<file path="src/rtl/toggle_arb_pkg.sv">
// ============================================================================
//  Module      : toggle_arb_pkg
//  Description : Shared types, default parameters and a width helper for the
//                toggle arbiter and its round-robin picker.
//  Contents    : arb_state_t   - two-state arbiter FSM encoding
//                c_DEF_*       - default parameter values
//                c_HOLD_W      - width of the hold-window counter
//                idx_width()   - index width for an N-entry requester set
//  Revision    : 1.0 - initial release
// ============================================================================
`default_nettype none

package toggle_arb_pkg;

    // Explicit one-bit encoding so the state register width is fixed.
    typedef enum logic [0:0] {
        IDLE = 1'b0,
        HOLD = 1'b1
    } arb_state_t;

    localparam int c_DEF_N_REQ       = 4;
    localparam int c_DEF_HOLD_CYCLES = 2;
    localparam int c_DEF_COUNT_W     = 8;

    // HOLD_CYCLES is bounded to 0..255, so eight bits always hold the load value.
    localparam int c_HOLD_W = 8;

    // Index width for pointers/owner fields; never narrower than one bit.
    function automatic int idx_width(input int n);
        return (n < 2) ? 1 : $clog2(n);
    endfunction

endpackage

`default_nettype wire

</file>
<file path="src/rtl/toggle_arbiter_rr_pick.sv">
// ============================================================================
//  Module      : rr_pick
//  Description : Combinational round-robin priority picker. Selects the first
//                set request at or above the pointer, wrapping to index 0.
//  Ports       : req    (in)  request vector
//                rr_ptr (in)  highest-priority index for this pick
//                valid  (out) at least one request is set
//                idx    (out) winner index (0 when no request)
//                onehot (out) one-hot winner (all zero when no request)
//  Revision    : 1.0 - initial release
// ============================================================================
`default_nettype none

module rr_pick #(
    parameter int N_REQ = 4,
    parameter int IDX_W = 2
) (
    input  logic [N_REQ-1:0] req,
    input  logic [IDX_W-1:0] rr_ptr,
    output logic             valid,
    output logic [IDX_W-1:0] idx,
    output logic [N_REQ-1:0] onehot
);

    logic [N_REQ-1:0] w_mask;
    logic [N_REQ-1:0] w_hi;
    logic [N_REQ-1:0] w_src;

    // Two-pass priority: requests at/above the pointer first; if none are set
    // there, the wrapped search is just the lowest set bit of the full vector.
    always_comb begin
        w_mask = '0;
        for (int i = 0; i < N_REQ; i++) begin
            w_mask[i] = (IDX_W'(i) >= rr_ptr);
        end
        w_hi  = req & w_mask;
        w_src = (|w_hi) ? w_hi : req;
        valid = |req;

        // Scan downward so the lowest set bit is the last one written.
        idx = '0;
        for (int i = N_REQ - 1; i >= 0; i--) begin
            if (w_src[i]) begin
                idx = IDX_W'(i);
            end
        end

        onehot = '0;
        for (int i = 0; i < N_REQ; i++) begin
            onehot[i] = valid && (idx == IDX_W'(i));
        end
    end

endmodule

`default_nettype wire

</file>
<file path="src/rtl/toggle_arbiter.sv">
// ============================================================================
//  Module      : toggle_arbiter
//  Description : Round-robin arbiter sharing one toggle bit among N_REQ
//                requesters. Every grant flips the bit once; a hold window of
//                HOLD_CYCLES keeps it stable before the next grant.
//  Ports       : clk        (in)  clock, rising edge
//                rst        (in)  asynchronous reset, active low
//                enable     (in)  permits new grants
//                req        (in)  level requests, one per requester
//                grant      (out) registered one-cycle one-hot grant
//                value      (out) shared toggle bit
//                last_owner (out) index of most recent grantee
//                flip_count (out) flips since reset, wrapping
//                busy       (out) high while holding after a flip
//  Revision    : 1.0 - initial release
// ============================================================================
`default_nettype none

module toggle_arbiter
    import toggle_arb_pkg::*;
#(
    parameter int N_REQ       = c_DEF_N_REQ,
    parameter int HOLD_CYCLES = c_DEF_HOLD_CYCLES,
    parameter int COUNT_W     = c_DEF_COUNT_W
) (
    input  logic                     clk,
    input  logic                     rst,
    input  logic                     enable,
    input  logic [N_REQ-1:0]         req,
    output logic [N_REQ-1:0]         grant,
    output logic                     value,
    output logic [$clog2(N_REQ)-1:0] last_owner,
    output logic [COUNT_W-1:0]       flip_count,
    output logic                     busy
);

    localparam int IDX_W = idx_width(N_REQ);

    // Counter starts at HOLD_CYCLES-1 so HOLD lasts exactly HOLD_CYCLES edges.
    localparam logic [c_HOLD_W-1:0] c_HOLD_LOAD =
        (HOLD_CYCLES > 0) ? c_HOLD_W'(HOLD_CYCLES - 1) : '0;
    localparam logic [IDX_W-1:0]    c_LAST_IDX  = IDX_W'(N_REQ - 1);

    arb_state_t          r_state;
    logic [c_HOLD_W-1:0] r_hold;
    logic [IDX_W-1:0]    r_ptr;
    logic [N_REQ-1:0]    r_grant;
    logic                r_value;
    logic [IDX_W-1:0]    r_owner;
    logic [COUNT_W-1:0]  r_count;

    logic                w_valid;
    logic [IDX_W-1:0]    w_idx;
    logic [N_REQ-1:0]    w_onehot;
    logic                w_fire;
    logic [IDX_W-1:0]    w_ptr_next;

    rr_pick #(
        .N_REQ (N_REQ),
        .IDX_W (IDX_W)
    ) u_pick (
        .req    (req),
        .rr_ptr (r_ptr),
        .valid  (w_valid),
        .idx    (w_idx),
        .onehot (w_onehot)
    );

    assign w_fire     = enable && w_valid;
    // Explicit wrap keeps the pointer in range for non-power-of-two N_REQ.
    assign w_ptr_next = (w_idx == c_LAST_IDX) ? '0 : (w_idx + IDX_W'(1));

    always_ff @(posedge clk or negedge rst) begin
        if (!rst) begin
            r_state <= IDLE;
            r_hold  <= '0;
            r_ptr   <= '0;
            r_grant <= '0;
            r_value <= 1'b0;
            r_owner <= '0;
            r_count <= '0;
        end else begin
            // Grant is a single-cycle pulse unless re-asserted below.
            r_grant <= '0;
            case (r_state)
                IDLE: begin
                    if (w_fire) begin
                        r_grant <= w_onehot;
                        r_value <= ~r_value;
                        r_count <= r_count + COUNT_W'(1);
                        r_owner <= w_idx;
                        r_ptr   <= w_ptr_next;
                        // With no hold window the arbiter stays in IDLE and
                        // may grant again on the very next edge.
                        if (HOLD_CYCLES > 0) begin
                            r_state <= HOLD;
                            r_hold  <= c_HOLD_LOAD;
                        end
                    end
                end
                HOLD: begin
                    if (r_hold == '0) begin
                        r_state <= IDLE;
                    end else begin
                        r_hold <= r_hold - c_HOLD_W'(1);
                    end
                end
                default: begin
                    r_state <= IDLE;
                end
            endcase
        end
    end

    assign grant      = r_grant;
    assign value      = r_value;
    assign last_owner = r_owner;
    assign flip_count = r_count;
    assign busy       = (r_state == HOLD);

endmodule

`default_nettype wire

</file>
<file path="config.mk">
export PLATFORM = sky130hd
export DESIGN_NAME = toggle_arbiter
export DESIGN_NICKNAME = d
export VERILOG_FILES = /design/src/rtl/toggle_arb_pkg.sv /design/src/rtl/toggle_arbiter_rr_pick.sv /design/src/rtl/toggle_arbiter.sv
export SDC_FILE = /design/constraint.sdc
export NUM_CORES = 1
export LEC_CHECK = 0
export CAP_MARGIN = 20
export CORE_MARGIN = 10
export CORE_UTILIZATION = 45
export CTS_CLUSTER_SIZE = 16
export DETAILED_ROUTE_END_ITERATION = 10
export GPL_TIMING_DRIVEN = 0
export PLACE_DENSITY_LB_ADDON = 0.15
export SYNTH_ARGS = -nofsm -noshare
export SYNTH_HDL_FRONTEND = slang
export SYNTH_HIERARCHICAL = 1
export SYNTH_SLANG_ARGS = --single-unit
</file>
<file path="constraint.sdc">
create_clock -name clk -period 3.2 [get_ports clk]
set_clock_uncertainty 0.15 [all_clocks]
set_input_delay 0.64 -clock clk [delete_from_list [all_inputs] [get_ports clk]]
set_output_delay 0.64 -clock clk [all_outputs]
set_load 0.02 [all_outputs]
</file>
==> metrics.txt <==
clk buf depth 2; clk slew on worst S/H paths 0.13 ns; post-synthesis sequential area ratio 48.24%; All-Layer GR Usage 10.30%; GRT overflow 0; Core Footprint 2805 µm²; post-layout util 57.45%; WS Path Type reg2out; first-pass GRT wire length 4.643 mm; Syn Nets 150; cts hold-fix bufs 0; pin count of the biggest net entering global routing 17; mapped cell area 1349 µm²; final hold vios 0; Gate power share 42.2%; FMAX 447.7 MHz; Slowest-stage cell, CP clkdlybuf4s50_1; Worst Tran Pin Value 0.6891 ns; Power, Total 0.001156 W; Post-CTS Setup Inserts 0; Hold Crit Class reg2reg; Iter 0 DRT Violations 27; worst path bufs/invs 1; number of global-route vias before repair 1,033; Peak VDD IR 347.5 µV; DIE WIDTH 74.75 µm; Area Growth Syn to Fin 19.48%; Clk pwr share 12.0%; Netlist cell types 40; leakage 0.7465 nW; Int Power 0.0007001 W; drt drc 0; worst path cell trace clkdlybuf4s50_1; max cap viols 0; Synth Area per Inst 9.704 µm²; DRT antenna net count 0; Tcrit/Tclk final 69.80%; CTS H-tree lvls 1; CP Capture Type primary output; row cnt 19; DIE HEIGHT 74.75 µm; CP arrival 1.44 ns; # IOs 23; Startpoint Class flip-flop; setup violators final 0; switching power 0.0004562 W; Num CTS Buffers 3; worst skew pair latency 0.32 ns; Port Buf Inserts 19; CTS tree built; wire per inst 14.33 µm; Die ar. 5587 µm²; Initial Utilization 48.08%; CTS resizes 0; Tmin final 2.234 ns; Routed WL 2.766 mm; Top Family by Delay on Critical Path buffers and inverters; placed cells 190; Seq pwr share 45.8%; Final Max Tran Viols 0; synth warn 6; Synth Register Bits 26; clk sinks 26; internal reg-to-reg setup slack 1.29 ns; Ant. Diodes 0; switch share 39.45%; post-route insts no fill 193; vias per cell 5.456; Data required, critical path 2.41 ns; slowest stage delay, CP 0.65 ns; Final Wtd Congestion 0.7721; Slew HR 53.91%; DRT Pass-1 Iters 5; pwr/cell area 717.5 nW/µm²; Post-DP HPWL 2.143 mm; fraction of layout cells with a size suffix above 1 8.025%; Synth Instances 139; RSZ-0062 raised after global routing no; CTS root buf clkbuf_4; Setup TNS 0 ns; fin nets 175; crit-path max FO 7; total number of vias 1,053; outcome finished, final reports clean; initial antenna violation count 0
-- cells in the mapped netlist --
cell | count | area (µm²)
buf_2 | 2 | 10.01
o21ai_0 | 5 | 25.02
nor4_1 | 2 | 12.51
or2b_1 | 1 | 7.510
clkbuf_1 | 1 | 3.750
o21bai_1 | 1 | 7.510
a311oi_1 | 1 | 8.760
o2bb2a_1 | 1 | 10.01
and3b_1 | 1 | 8.760
o22ai_1 | 1 | 6.260
dfrtp_1 | 26 | 650.6
a21oi_1 | 6 | 30.03
ha_1 | 4 | 50.05
clkbuf_2 | 1 | 5.000
a41oi_1 | 1 | 8.760
o221a_2 | 2 | 22.52
a21boi_0 | 1 | 7.510
and2_1 | 5 | 31.28
nor2_1 | 8 | 30.03
o2bb2ai_1 | 1 | 8.760
xnor2_1 | 6 | 52.55
nor3_2 | 1 | 10.01
nand3_1 | 6 | 30.03
inv_1 | 6 | 22.52
mux2i_1 | 3 | 30.03
nand2_1 | 26 | 97.59
xor2_1 | 2 | 17.52
buf_6 | 1 | 11.26
a31o_4 | 1 | 17.52
o311ai_0 | 1 | 8.760
nand4_1 | 3 | 18.77
nand2b_1 | 1 | 6.260
and3_1 | 2 | 12.51
o41ai_1 | 1 | 8.760
or3b_1 | 1 | 8.760
nor2b_1 | 2 | 12.51
nand3b_1 | 1 | 7.510
buf_4 | 1 | 7.510
o31ai_1 | 2 | 15.01
a22o_1 | 1 | 8.760
-- registers in the layout, indices dropped and copies added, names as in the netlist --
register and count:
busy 1, last_owner 2, grant 4, r_ptr 2, value 1, r_hold 8
flip_count 8
-- metal layers --
layer	GRT usage (%)	part of all wire, %	up-vias
li1	-	-	529
met1	12.76	45	494
met2	16.62	47	25
met3	3.417	7.0	5
met4	3.151	0.94	0
met5	0	0	-
-- metrics by stage --
step / worst slack [ns] / instance area (µm²) / hold slack (ns)
CTS: 0.9408 / 1612 / 0.3386
floorplan: 1.254 / 1349 / 0.1944
global route: 0.9085 / 1612 / 0.3597
detailed placement: 0.7633 / 1589 / 0.3151
global placement: 0.7856 / 1578 / 0.3043
finish: 0.9664 / 1612 / 0.3328
-- power groups by stage --
| stage | clock network [W] | logic (W) | registers (W) |
|---|---|---|---|
| 6_report | 0.000138 | 0.000488 | 0.000530 |
| 5_1_grt | 0.000160 | 0.000555 | 0.000548 |
| 4_1_cts | 0.000149 | 0.000496 | 0.000528 |
| 3_5_place_dp | 0 | 0.000495 | 0.000535 |
| 3_3_place_gp | 0 | 0.000474 | 0.000528 |
| 2_1_floorplan | 0 | 0.000306 | 0.000555 |
-- worst paths after layout --
kind | start | endpoint | cells after the start
max in group asynchronous | rst | r_ptr[0]$_DFFE_PN0P_ | 2
min | flip_count[7]$_DFFE_PN0P_ | flip_count[7]$_DFFE_PN0P_ | 1
min reg2reg | flip_count[7]$_DFFE_PN0P_ | flip_count[7]$_DFFE_PN0P_ | 1
max | busy$_DFF_PN0_ | busy | 1
min in group asynchronous | rst | flip_count[3]$_DFFE_PN0P_ | 1
max reg2reg | r_ptr[1]$_DFFE_PN0P_ | r_ptr[1]$_DFFE_PN0P_ | 7
-- final cells by class --
type,instances,area (µm²)
repair buffers,20,201.4
clock buffers,3,22.52
fillers,250,1194
well taps,31,38.79
flip-flops and latches,26,650.6
inverters,6,22.52
plain buffers,6,37.54
multi-input cells,101,638.1
-- layout by cell type, fill, tap and decap left out, drive strengths merged, types with 2 or more instances in the layout --
cell type,n
o21ai,5
nor2b,2
and2,5
dfrtp,26
ha,4
xor2,2
a21oi,6
nor2,8
nor4,2
mux2i,3
xnor2,6
and3,2
clkdlybuf4s50,19
nand3,6
o221a,2
buf,5
nand4,3
o31ai,2
clkbuf,5
nand2,26
inv,6
-- cells by family after synthesis --
logic type / Yosys count / synth area share (%)
AO/OA/AOI/OAI: 26 / 14.38
AND/OR/NAND/NOR: 60 / 21.80
XOR/XNOR: 8 / 5.195
flip-flops: 26 / 48.24
adder cells (fa/ha/maj): 4 / 3.711
multiplexers: 3 / 2.226
buffers and inverters: 12 / 4.452
No activity file was read; power rests on OpenSTA's default activity.
